<file path="config.mk">
export PLATFORM = sky130hd
export DESIGN_NAME = piso_shifter
export DESIGN_NICKNAME = d
export VERILOG_FILES = /design/src/rtl/piso_shifter.sv
export SDC_FILE = /design/constraint.sdc
export NUM_CORES = 1
export LEC_CHECK = 0
export CAP_MARGIN = 20
export CELL_PAD_IN_SITES_DETAIL_PLACEMENT = 0
export CELL_PAD_IN_SITES_GLOBAL_PLACEMENT = 1
export CORE_MARGIN = 2
export CORE_UTILIZATION = 37
export CTS_CLUSTER_DIAMETER = 120
export CTS_CLUSTER_SIZE = 12
export DETAILED_ROUTE_END_ITERATION = 8
export GPL_TIMING_DRIVEN = 0
export PLACE_DENSITY_LB_ADDON = 0.1
export SETUP_SLACK_MARGIN = 0.02
export SKIP_LAST_GASP = 1
export SLEW_MARGIN = 0
export SYNTH_ARGS = -nofsm -noshare
export SYNTH_HDL_FRONTEND = slang
export SYNTH_SLANG_ARGS = --single-unit
</file>
<file path="constraint.sdc">
create_clock -name clk -period 2.1 [get_ports clk]
set_clock_uncertainty 0.2 [all_clocks]
set_input_delay 0.315 -clock clk [delete_from_list [all_inputs] [get_ports clk]]
set_output_delay 0.315 -clock clk [all_outputs]
set_load 0.05 [all_outputs]
</file>
<file path="src/rtl/piso_shifter.sv">
// Parallel-in serial-out shifter: accepts an n-bit word when idle and streams it MSB-first, one bit per enabled clock.
// First bit is valid one edge after the handshake; load_ready is held low for the whole stream; en=0 stalls the stream.
module piso_shifter #(
  parameter int n = 8
) (
  input  logic         clk,
  input  logic         reset,
  input  logic         load_valid,
  input  logic [n-1:0] load_data,
  output logic         load_ready,
  input  logic         en,
  output logic         ser_out,
  output logic         ser_valid,
  output logic         ser_last
);

  localparam int CW = $clog2(n);
  localparam logic [CW-1:0] LAST_IDX = CW'(n - 1);

  typedef enum logic {
    S_IDLE  = 1'b0,
    S_SHIFT = 1'b1
  } state_t;

  state_t         r_state;
  state_t         w_state_nxt;
  logic [n-1:0]   r_shreg;
  logic [n-1:0]   w_shreg_nxt;
  logic [CW-1:0]  r_cnt;
  logic [CW-1:0]  w_cnt_nxt;
  logic           w_at_last;

  assign w_at_last = (r_cnt == LAST_IDX);

  always_ff @(posedge clk or posedge reset) begin
    if (reset) begin
      r_state <= S_IDLE;
      r_shreg <= '0;
      r_cnt   <= '0;
    end else begin
      r_state <= w_state_nxt;
      r_shreg <= w_shreg_nxt;
      r_cnt   <= w_cnt_nxt;
    end
  end

  always_comb begin
    w_state_nxt = r_state;
    w_shreg_nxt = r_shreg;
    w_cnt_nxt   = r_cnt;
    case (r_state)
      S_IDLE: begin
        // Acceptance depends only on load_valid; en gates shifting, not loading.
        if (load_valid) begin
          w_state_nxt = S_SHIFT;
          w_shreg_nxt = load_data;
          w_cnt_nxt   = '0;
        end
      end
      S_SHIFT: begin
        if (en) begin
          if (w_at_last) begin
            w_state_nxt = S_IDLE;
            w_cnt_nxt   = '0;
          end else begin
            w_shreg_nxt = {r_shreg[n-2:0], 1'b0};
            w_cnt_nxt   = r_cnt + 1'b1;
          end
        end
      end
      default: begin
        w_state_nxt = S_IDLE;
        w_cnt_nxt   = '0;
      end
    endcase
  end

  // Outputs depend on registered state only, so no input-to-output timing path exists.
  assign load_ready = (r_state == S_IDLE);
  assign ser_valid  = (r_state == S_SHIFT);
  assign ser_out    = (r_state == S_SHIFT) & r_shreg[n-1];
  assign ser_last   = (r_state == S_SHIFT) & w_at_last;

endmodule
</file>
After elaboration in Yosys (flattened, before gate mapping)
Index checks and enable logic that the tools add are counted.
- logic and storage cells: 25
- output and inout bits: 4
- bits of input ports: 12
- bits in registers: 12
- add/subtract/negate cells: 1
- bitwise gates (word level): 3
- muxes and demuxes: 12
- equal/unequal tests: 4
- reduce and logical (&&, ||, !) cells: 2
- operator list (kind ; number):
    $mux 8 ; 3
    $pmux 8 s2 ; 1
    $mux 3 ; 3
    $ne 2x2->1 const B ; 3
    $pmux 3 s2 ; 1
    $add 3x1->3 const B ; 1
    $eq 3x3->1 const B ; 1
    $mux 1 ; 3
    $reduce_and 3->1 ; 1
    $and 1x1->1 ; 2
    $pmux 1 s2 ; 1
    $reduce_and 2->1 ; 1
    $not 1->1 ; 1

Longest topological paths before layout
Gate-level depths: netlist of run 1.
- depth after elaboration: 4
- mapped depth: 4
- gate-level depth less buffers: 4

Least setup slack after synthesis of run 1
OpenSTA, ideal clock, no wires.
- kind: flip-flop to output port
- start point: reg r_state (netlist: ser_valid)
- end point: out ser_out
- data arrival time: 1.924 ns
- path slack: -0.339 ns
- stages on the path, launching flop included: 4
- cell sequence: dfrtp_1 -> buf_2 -> inv_1 -> nor2_1
- word-level cells in the longest chain between the ends: 1
- RTL lines (element ; RTL line ; RTL):
    start, declared ; 25 ; state_t r_state;
    start signal, assigned ; 41 ; r_state <= w_state_nxt;
    $and 1x1->1 ; 81 ; assign ser_out = (r_state == S_SHIFT) & r_shreg[n-1];
    end, declared ; 12 ; output logic ser_out,
Every way passes these cells.

Final worst setup path of run 1
- start point: reg r_cnt[0]
- end point: out ser_last
- word-level cells in the longest chain between the ends: 2
- RTL lines (element ; RTL line ; RTL):
    start, declared ; 29 ; logic [CW-1:0] r_cnt;
    start signal, assigned ; 43 ; r_cnt <= w_cnt_nxt;
    $eq 3x3->1 ; 33 ; assign w_at_last = (r_cnt == LAST_IDX);
    $and 1x1->1 ; 82 ; assign ser_last = (r_state == S_SHIFT) & w_at_last;
    end, declared ; 14 ; output logic ser_last
Every way passes these cells.

==> impl_metrics.csv, run 1 <==
group,metric,value,unit
timing,hold_slack,152.2,ps
drt,via_per_inst,5.407,
logic_synthesis,yosysSeqAreaShare,0.4152,
drt,vias,584,
drt,wl_met2,694,µm
die,die_x,48.21,µm
setup_path,end_kind,"output pin",
setup_path,critPathKind,"register to output pin",
clock_tree,numClockSinks,12,
setup_path,r2r-start,"r_cnt[0]$_DFFE_PP0P_",
setup_path,worst_setup_path_start_kind,"register",
setup_path,timing.rr.end,"r_shreg[2]$_DFFE_PP0P_",
clock_tree,cts-htree-levels,1,
logic_synthesis,syn_avg_cell_area,11.30,µm²
global_route,grt_pass1_wl,2628,µm
clock_tree,cts-buffers-inserted,3,
setup_path,reg2reg_slack,420,ps
setup_path,reg2reg_depth,4,
placed_design,port_buffers,15,
setup_path,path_cells,"ha_1, ha_2, and2_1, buf_2",
global_route,grt_pass1_vias,535,
logic_synthesis,yosysTopAreaCell,"dfrtp_1",
die,die-area,0.002324,mm²
clock_tree,cts.path.max_buffers,2,
power_and_ir_drop,powerDensity,1102,mW/mm²
drt,final_antenna_net_count,0,
clock_tree,cts_tree,"yes",
die,die_h,48.21,µm
clock_tree,clock_latency,270,ps
drt,wire_per_inst,14.19,µm
timing,grt_setup_unrepaired,"true",
setup_path,critPathBufInv,1,
logic_synthesis,synth_cell_types,23,
drt,wl,1532,µm
power_and_ir_drop,p_total,1.042,mW
global_route,grt_max_degree,13,
timing,hold_viol,0,
die,pin_count,16,
global_route,antenna_found_initial,0,
global_route,overflow,0,
setup_path,cp_slowest_stage_delay,400,ps
drt,highest_layer,"met4",
setup_path,worstPathRequired,1580,ps
clock_tree,clk_pin_slew,80,ps
setup_path,path_max_fanout,10,
timing,finalMaxSlewViolations,0,
drt,drc_errors,0,
timing,period_minus_slack,1988,ps
drt,wl_met3,88,µm
run_status,status,"completed",
cells_and_area,drive_gt1_frac,0.2410,
logic_synthesis,synth.top_cell.area_share,0.4152,
die,coreArea,0.001783,mm²
placed_design,dpl.hpwl,1041,µm
logic_synthesis,yosys-top-cells-area,"dfrtp_1, and4bb_1, a311oi_1",
power_and_ir_drop,vdd_drop_max,0.5162,mV
clock_tree,cts_hold_buf,0,
timing,relSlewSlack,0.6650,
clock_tree,root_buffer,"clkbuf_4",
cells_and_area,nNetsFinal,98,
die,num_rows,15,
global_route,grt_usage,0.1669,
setup_path,crit_path_top_delay_cell,"dfrtp_1",
drt,m1WireLength,726,µm
timing,setup_viol,0,
logic_synthesis,ys_ff_latch,12,
setup_path,critPathTopFamily,"adder cells",
logic_synthesis,yosys_warnings,0,
logic_synthesis,syn-cell-area,723.2,µm²
cells_and_area,n_antenna_cell,0,
drt,drtPass1Iterations,4,
placed_design,gp_congestion,0.7262,
cells_and_area,final_cell_mix,"clkdlybuf4s50_1, dfrtp_1, inv_1",
cells_and_area,area_delta_synth_final,30.80,%
job,maxCapViolCount,0,
timing,period_share,0.9465,
logic_synthesis,netlist_instances,64,
timing,max_freq,503.1,MHz
timing,tightestPinTransition,501.7,ps
die,initial_core_util,0.4056,
drt,initialDrtViolationCount,9,
logic_synthesis,synth_nets,78,
cells_and_area,final_util,0.5305,
setup_path,arrival,1470,ps
worst_hold_path,worstHoldPathType,"input pin to asynchronous set/reset pin",
power_and_ir_drop,leakage,0.4280,nW
state kept, by name, summed over array words and instances (netlist names):
register,flops
r_shreg,8
r_cnt,3
ser_valid,1
per-stage QoR:
| step | cell area [µm²] | worst slack (ps) | std cells | setup TNS (ps) |
|---|---|---|---|---|
| after floorplan | 732.0 | 188.3 | 64 | 0 |
| after global placement | 913.4 | -227.8 | 104 | -321.7 |
| after detailed placement | 913.4 | -224.5 | 104 | -334.5 |
| after CTS | 947.2 | 2.476 | 108 | 0 |
| after global routing | 945.9 | 11.01 | 108 | 0 |
| final | 945.9 | 112.3 | 108 | 0 |
worst max-delay path by stage:
stage | from | to | depth (start not counted)
final | r_cnt[0]$_DFFE_PP0P_ | ser_last | 4
after global routing | r_cnt[0]$_DFFE_PP0P_ | ser_last | 4
after CTS | r_cnt[0]$_DFFE_PP0P_ | ser_last | 4
after detailed placement | r_cnt[0]$_DFFE_PP0P_ | ser_last | 4
after global placement | r_cnt[0]$_DFFE_PP0P_ | ser_last | 4
after floorplan | ser_valid$_DFF_PP0_ | ser_out | 3
worst reg2reg max path, delay by kind of cell (launching register included):
family                   cells  cell delay [ps]
flip-flops                   1              400
adder cells (fa/ha/maj)      2              440
AND/OR/NAND/NOR              1              240
AO/OA/AOI/OAI                1              310
power by group:
group | internal (mW) | leakage [nW] | switching (mW) | total, mW
clock | 0.105 | 0.0210 | 0.0788 | 0.184
combinational | 0.219 | 0.272 | 0.257 | 0.475
sequential | 0.328 | 0.135 | 0.0555 | 0.383
total | 0.651 | 0.428 | 0.391 | 1.04
per-layer routing:
metal | GRT usage | vias up
li1 | - | 275
met1 | 0.2334 | 288
met2 | 0.2447 | 19
met3 | 0.03333 | 2
met4 | 0.08108 | 0
met5 | 0 | -
area by class of cell:
| type | instances | area [µm²] |
|---|---|---|
| Fill cell | 170 | 837.1 |
| Multi-Input combinational cell | 37 | 352.8 |
| Buffer | 5 | 42.54 |
| Tap cell | 25 | 31.28 |
| Clock buffer | 4 | 36.28 |
| Timing Repair Buffer | 15 | 143.9 |
| Sequential cell | 12 | 301.5 |
| Inverter | 10 | 37.54 |
cell usage after synthesis:
master,n
nor3b_1,7
clkbuf_4,1
a31oi_1,1
mux2i_1,2
nand3_1,1
nand3b_4,1
buf_2,1
a31o_1,1
a311oi_1,7
inv_1,10
o2bb2ai_1,1
nand2b_2,1
and4bb_1,5
ha_1,2
dfrtp_1,12
and4bb_2,2
mux2_2,1
nor2_1,2
buf_4,1
o21ai_1,1
and2_1,1
buf_6,2
and3b_1,1
repair_timing:
action	in CTS	in global routing
gates resized for setup	11	4
buffers inserted	0	0
endpoints found under the setup margin	3	3
cell families after synthesis:
group                    synth area share
buffers and inverters              0.1107
multiplexers                      0.04325
adder cells (fa/ha/maj)           0.03460
AND/OR/NAND/NOR                    0.2716
AO/OA/AOI/OAI                      0.1246
flip-flops                         0.4152
No activity file was read; power rests on OpenSTA's default activity.
==> run 2: changes to the inputs <==
- MAX_ROUTING_LAYER: unset -> met4
- PLACE_DENSITY: unset -> 0.84
- PLACE_DENSITY_LB_ADDON: 0.1 -> unset
==> impl_metrics.csv, run 2 (synthesized netlist as in run 1, its figures left out) <==
group,metric,value,unit
run_status,status,"completed",
clock_tree,cts-buffers-inserted,3,
cells_and_area,area_delta_synth_final,29.07,%
cells_and_area,final_cell_mix,"clkdlybuf4s50_1, dfrtp_1, inv_1",
global_route,grt_max_degree,13,
drt,vias,568,
placed_design,dpl.hpwl,1021,µm
power_and_ir_drop,power_switching_share,0.3874,
drt,final_antenna_net_count,0,
drt,wire_per_inst,13.81,µm
die,die-area,0.002324,mm²
placed_design,gp_congestion,0.7101,
setup_path,critPathKind,"register to output pin",
timing,relSlewSlack,0.6735,
cells_and_area,layout.cells.non_filler,108,
placed_design,dp.cells,104,
cells_and_area,nNetsFinal,98,
die,die_x,48.21,µm
drt,drtPass1Iterations,4,
power_and_ir_drop,combinationalPowerShare,0.473,
timing,grt_setup_unrepaired,"false",
global_route,grt_usage,0.1601,
worst_hold_path,worstHoldPathType,"input pin to asynchronous set/reset pin",
setup_path,reg2reg_depth,4,
setup_path,path_max_fanout,6,
job,maxCapViolCount,0,
setup_path,crit_path_top_delay_cell,"clkdlybuf4s50_1",
timing,setup_viol,0,
die,initial_core_util,0.4056,
setup_path,worstPathRequired,1580,ps
die,coreArea,0.001783,mm²
die,num_rows,15,
setup_path,path_cells,"clkdlybuf4s50_1",
drt,drc_errors,0,
placed_design,port_buffers,15,
cells_and_area,final_util,0.5235,
clock_tree,cts_tree,"yes",
clock_tree,clk_pin_slew,90,ps
global_route,grt_pass1_wl,2366,µm
power_and_ir_drop,vdd_drop_max,0.5392,mV
setup_path,cp_slowest_stage_delay,810,ps
power_and_ir_drop,powerDensity,1083,mW/mm²
cells_and_area,regMostFlops,"r_shreg",
setup_path,arrival,1510,ps
drt,initialDrtViolationCount,8,
die,die_h,48.21,µm
clock_tree,cts.path.max_buffers,2,
power_and_ir_drop,power.internal,0.6192,mW
global_route,overflow,0,
global_route,grt_pass1_vias,529,
cells_and_area,n_antenna_cell,0,
timing,tightestPinTransition,488.2,ps
cells_and_area,largest_reg_flops,8,
power_and_ir_drop,clockPowerShare,0.153,
power_and_ir_drop,leakage,0.4212,nW
clock_tree,numClockSinks,12,
cells_and_area,final_common_cell,"clkdlybuf4s50_1",
clock_tree,cts_hold_buf,0,
timing,hold_viol,0,
timing,period_minus_slack,2030,ps
timing,finalMaxSlewViolations,0,
setup_path,end_kind,"output pin",
timing,period_share,0.9664,
global_route,antenna_found_initial,0,
setup_path,critPathBufInv,1,
die,pin_count,16,
power_and_ir_drop,pwr-share-seq,0.374,
setup_path,r2r-start,"r_cnt[0]$_DFFE_PP0P_",
setup_path,worst_setup_path_start_kind,"register",
setup_path,critPathTopFamily,"buffers and inverters",
cells_and_area,fill_cells,164,
timing,fin_tns_setup,0,ps
setup_path,path_depth,1,
setup_path,reg2reg_slack,380,ps
drt,wl,1492,µm
power_and_ir_drop,p_total,1.011,mW
clock_tree,clock_latency,280,ps
power_and_ir_drop,power_switching,0.3916,mW
clock_tree,cts-htree-levels,1,
timing,hold_slack,130.7,ps
cells_and_area,drive_gt1_frac,0.2289,
clock_tree,root_buffer,"clkbuf_4",
timing,max_freq,492.7,MHz
setup_path,timing.rr.end,"r_shreg[3]$_DFFE_PP0P_",
drt,via_per_inst,5.259,
-- run 2: cell count changes in the layout (fill, tap and decap cells not counted) --
cell,previous run,this run
clkbuf_1,0,1
clkbuf_8,1,0
clkdlybuf4s50_1,11,12
dlymetal6s2s_1,1,0
-- run 2: worst max-delay path by stage --
| stage | to | slack [ps] | start |
|---|---|---|---|
| floorplan | ser_out | 190 | ser_valid$_DFF_PP0_ |
| global placement | ser_last | -200 | r_cnt[0]$_DFFE_PP0P_ |
| detailed placement | ser_last | -220 | r_cnt[0]$_DFFE_PP0P_ |
| CTS | ser_last | 6 | r_cnt[0]$_DFFE_PP0P_ |
| global route | ser_last | 20 | r_cnt[0]$_DFFE_PP0P_ |
| finish | ser_valid | 70 | ser_valid$_DFF_PP0_ |
-- run 2: per-layer routing --
metal,up-vias,GRT usage,routed length [µm]
li1,280,-,-
met1,269,0.1940,699
met2,14,0.2421,696
met3,5,0.03333,60
met4,0,0.09730,35
met5,-,-,0
-- run 2: per-stage QoR --
stage	worst slack [ps]	area, µm²
global route	23.45	933.4
CTS	5.893	937.1
floorplan	188.3	732.0
finish	70.48	933.4
global placement	-195.8	913.4
detailed placement	-217.2	913.4
-- run 2: what timing repair did --
| action | in CTS | in global routing |
|---|---|---|
| endpoints found under the setup margin | 3 | 2 |
| setup buffers | 0 | 0 |
| resized for setup | 11 | 3 |
| gates cloned | 0 | 0 |
| pin swaps | 0 | 0 |
-- run 2: cell type report --
type                            count  area, µm²  area share
Buffer                              5      42.54     0.04558
Clock buffer                        4      26.28     0.02815
Inverter                           10      37.54     0.04021
Multi-Input combinational cell     37      352.8      0.3780
Sequential cell                    12      301.5      0.3231
Tap cell                           25      31.28     0.03351
Timing Repair Buffer               15      141.4      0.1515
-- run 2: power by group through the flow --
stage | clock network (mW) | registers, mW | logic, mW
floorplan | 0 | 0.387 | 0.353
global placement | 0 | 0.380 | 0.482
detailed placement | 0 | 0.383 | 0.492
CTS | 0.154 | 0.378 | 0.486
global route | 0.170 | 0.385 | 0.521
finish | 0.155 | 0.378 | 0.478
==> run 3: changes to the inputs <==
- clock period: 2.1 -> 1.9 ns (I/O delays scaled with it)
==> impl_metrics.csv, run 3 (synthesized netlist as in run 1, its figures left out) <==
group,metric,value,unit
setup_path,worstPathRequired,1410,ps
drt,initialDrtViolationCount,0,
drt,wl,1508,µm
setup_path,r2r-start,"r_cnt[0]$_DFFE_PP0P_",
cells_and_area,design_area,974.7,µm²
power_and_ir_drop,leakage,0.4420,nW
timing,fin_ws,44.12,ps
global_route,grt_pass1_vias,560,
die,coreArea,0.001783,mm²
cells_and_area,layout.cells.non_filler,110,
drt,wire_per_inst,13.71,µm
run_status,status,"completed",
setup_path,arrival,1370,ps
clock_tree,clock_latency,280,ps
cells_and_area,nNetsFinal,100,
timing,period_share,0.9768,
clock_tree,cts_hold_buf,0,
clock_tree,cts_tree,"yes",
drt,drc_errors,0,
power_and_ir_drop,powerDensity,1235,mW/mm²
timing,relSlewSlack,0.6791,
drt,vias,562,
power_and_ir_drop,combinationalPowerShare,0.476,
die,die_h,48.21,µm
power_and_ir_drop,power.internal,0.7549,mW
global_route,overflow,0,
clock_tree,cts.path.max_buffers,2,
setup_path,reg2reg_slack,150,ps
power_and_ir_drop,p_total,1.204,mW
clock_tree,root_buffer,"clkbuf_4",
power_and_ir_drop,power_switching,0.4492,mW
placed_design,gp_congestion,0.7071,
setup_path,path_depth,4,
global_route,grt_pass1_wl,2490,µm
cells_and_area,final_cell_mix,"clkdlybuf4s50_1, dfrtp_1, inv_1",
cells_and_area,area_delta_synth_final,34.78,%
setup_path,cp_slowest_stage_delay,380,ps
placed_design,port_buffers,15,
setup_path,critPathTopFamily,"adder cells",
drt,final_antenna_net_count,0,
timing,period_minus_slack,1856,ps
die,initial_core_util,0.4056,
power_and_ir_drop,pwr-share-seq,0.351,
placed_design,dp.cells,104,
placed_design,dpl.hpwl,1030,µm
cells_and_area,drive_gt1_frac,0.2588,
global_route,grt_usage,0.1680,
setup_path,critPathBufInv,1,
placed_design,dp_slack,-378.6,ps
die,die_x,48.21,µm
setup_path,worst_setup_path_start_kind,"register",
placed_design,place_area,913.4,µm²
global_route,antenna_found_initial,0,
timing,grt_setup_unrepaired,"true",
setup_path,path_cells,"ha_1, ha_4, and2_1, buf_6",
cells_and_area,regMostFlops,"r_shreg",
power_and_ir_drop,power_switching_share,0.3730,
clock_tree,cts-htree-levels,1,
timing,setup_viol,0,
setup_path,end_kind,"output pin",
clock_tree,numClockSinks,12,
drt,via_per_inst,5.109,
die,die-area,0.002324,mm²
cells_and_area,largest_reg_flops,8,
cells_and_area,final_util,0.5467,
cells_and_area,n_antenna_cell,0,
job,maxCapViolCount,0,
setup_path,crit_path_top_delay_cell,"dfrtp_1",
setup_path,reg2reg_depth,5,
timing,hold_viol,0,
setup_path,path_max_fanout,5,
global_route,grt_max_degree,13,
die,num_rows,15,
setup_path,startpoint,"r_cnt[0]$_DFFE_PP0P_",
power_and_ir_drop,vdd_drop_max,0.5088,mV
timing,finalMaxSlewViolations,0,
timing,tightestPinTransition,483.3,ps
timing,max_freq,538.8,MHz
worst_hold_path,worstHoldPathType,"input pin to asynchronous set/reset pin",
power_and_ir_drop,clockPowerShare,0.174,
drt,drtPass1Iterations,1,
setup_path,critPathKind,"register to output pin",
clock_tree,cts-buffers-inserted,3,
clock_tree,clk_pin_slew,80,ps
die,pin_count,16,
==> run 3: final cells by class <==
type / count / area [µm²]
Buffer: 5 / 45.04
Sequential cell: 12 / 301.5
Fill cell: 163 / 808.3
Inverter: 10 / 37.54
Tap cell: 25 / 31.28
Multi-Input combinational cell: 37 / 362.8
Clock buffer: 4 / 36.28
Timing Repair Buffer: 17 / 160.2
==> run 3: worst paths after layout <==
check	end
worst max-delay path	ser_last
worst min-delay path	r_cnt[0]$_DFFE_PP0P_
worst max register to register	r_shreg[2]$_DFFE_PP0P_
worst min register to register	r_shreg[0]$_DFFE_PP0P_
max in group asynchronous	ser_valid$_DFF_PP0_
min in group clk	r_shreg[0]$_DFFE_PP0P_
==> run 3: layer usage <==
layer,share of wire,global-route usage,routed length (µm)
met1,0.48,0.2102,719
met2,0.46,0.2500,699
met4,0.027,0.09730,40
met5,0,-,0
met3,0.032,0.03333,49
==> run 3: stage by stage <==
step | TNS (ps) | hold WS, ps
6_report | 0 | 105.5
5_1_grt | -8.913 | 143.4
4_1_cts | -78.09 | 125.6
3_5_place_dp | -780.7 | 281.3
3_3_place_gp | -770.0 | 271.1
2_1_floorplan | 0 | -50.37
==> run 3: power by group through the flow <==
stage / registers [mW] / logic [mW] / clock network [mW]
floorplan: 0.427 / 0.392 / 0
global placement: 0.419 / 0.535 / 0
global route: 0.433 / 0.627 / 0.231
CTS: 0.420 / 0.537 / 0.214
finish: 0.422 / 0.573 / 0.209
detailed placement: 0.425 / 0.545 / 0
==> run 3: repair_timing <==
action | CTS | global route
setup endpoints to repair | 4 | 3
setup buffers | 0 | 2
resized for setup | 18 | 7
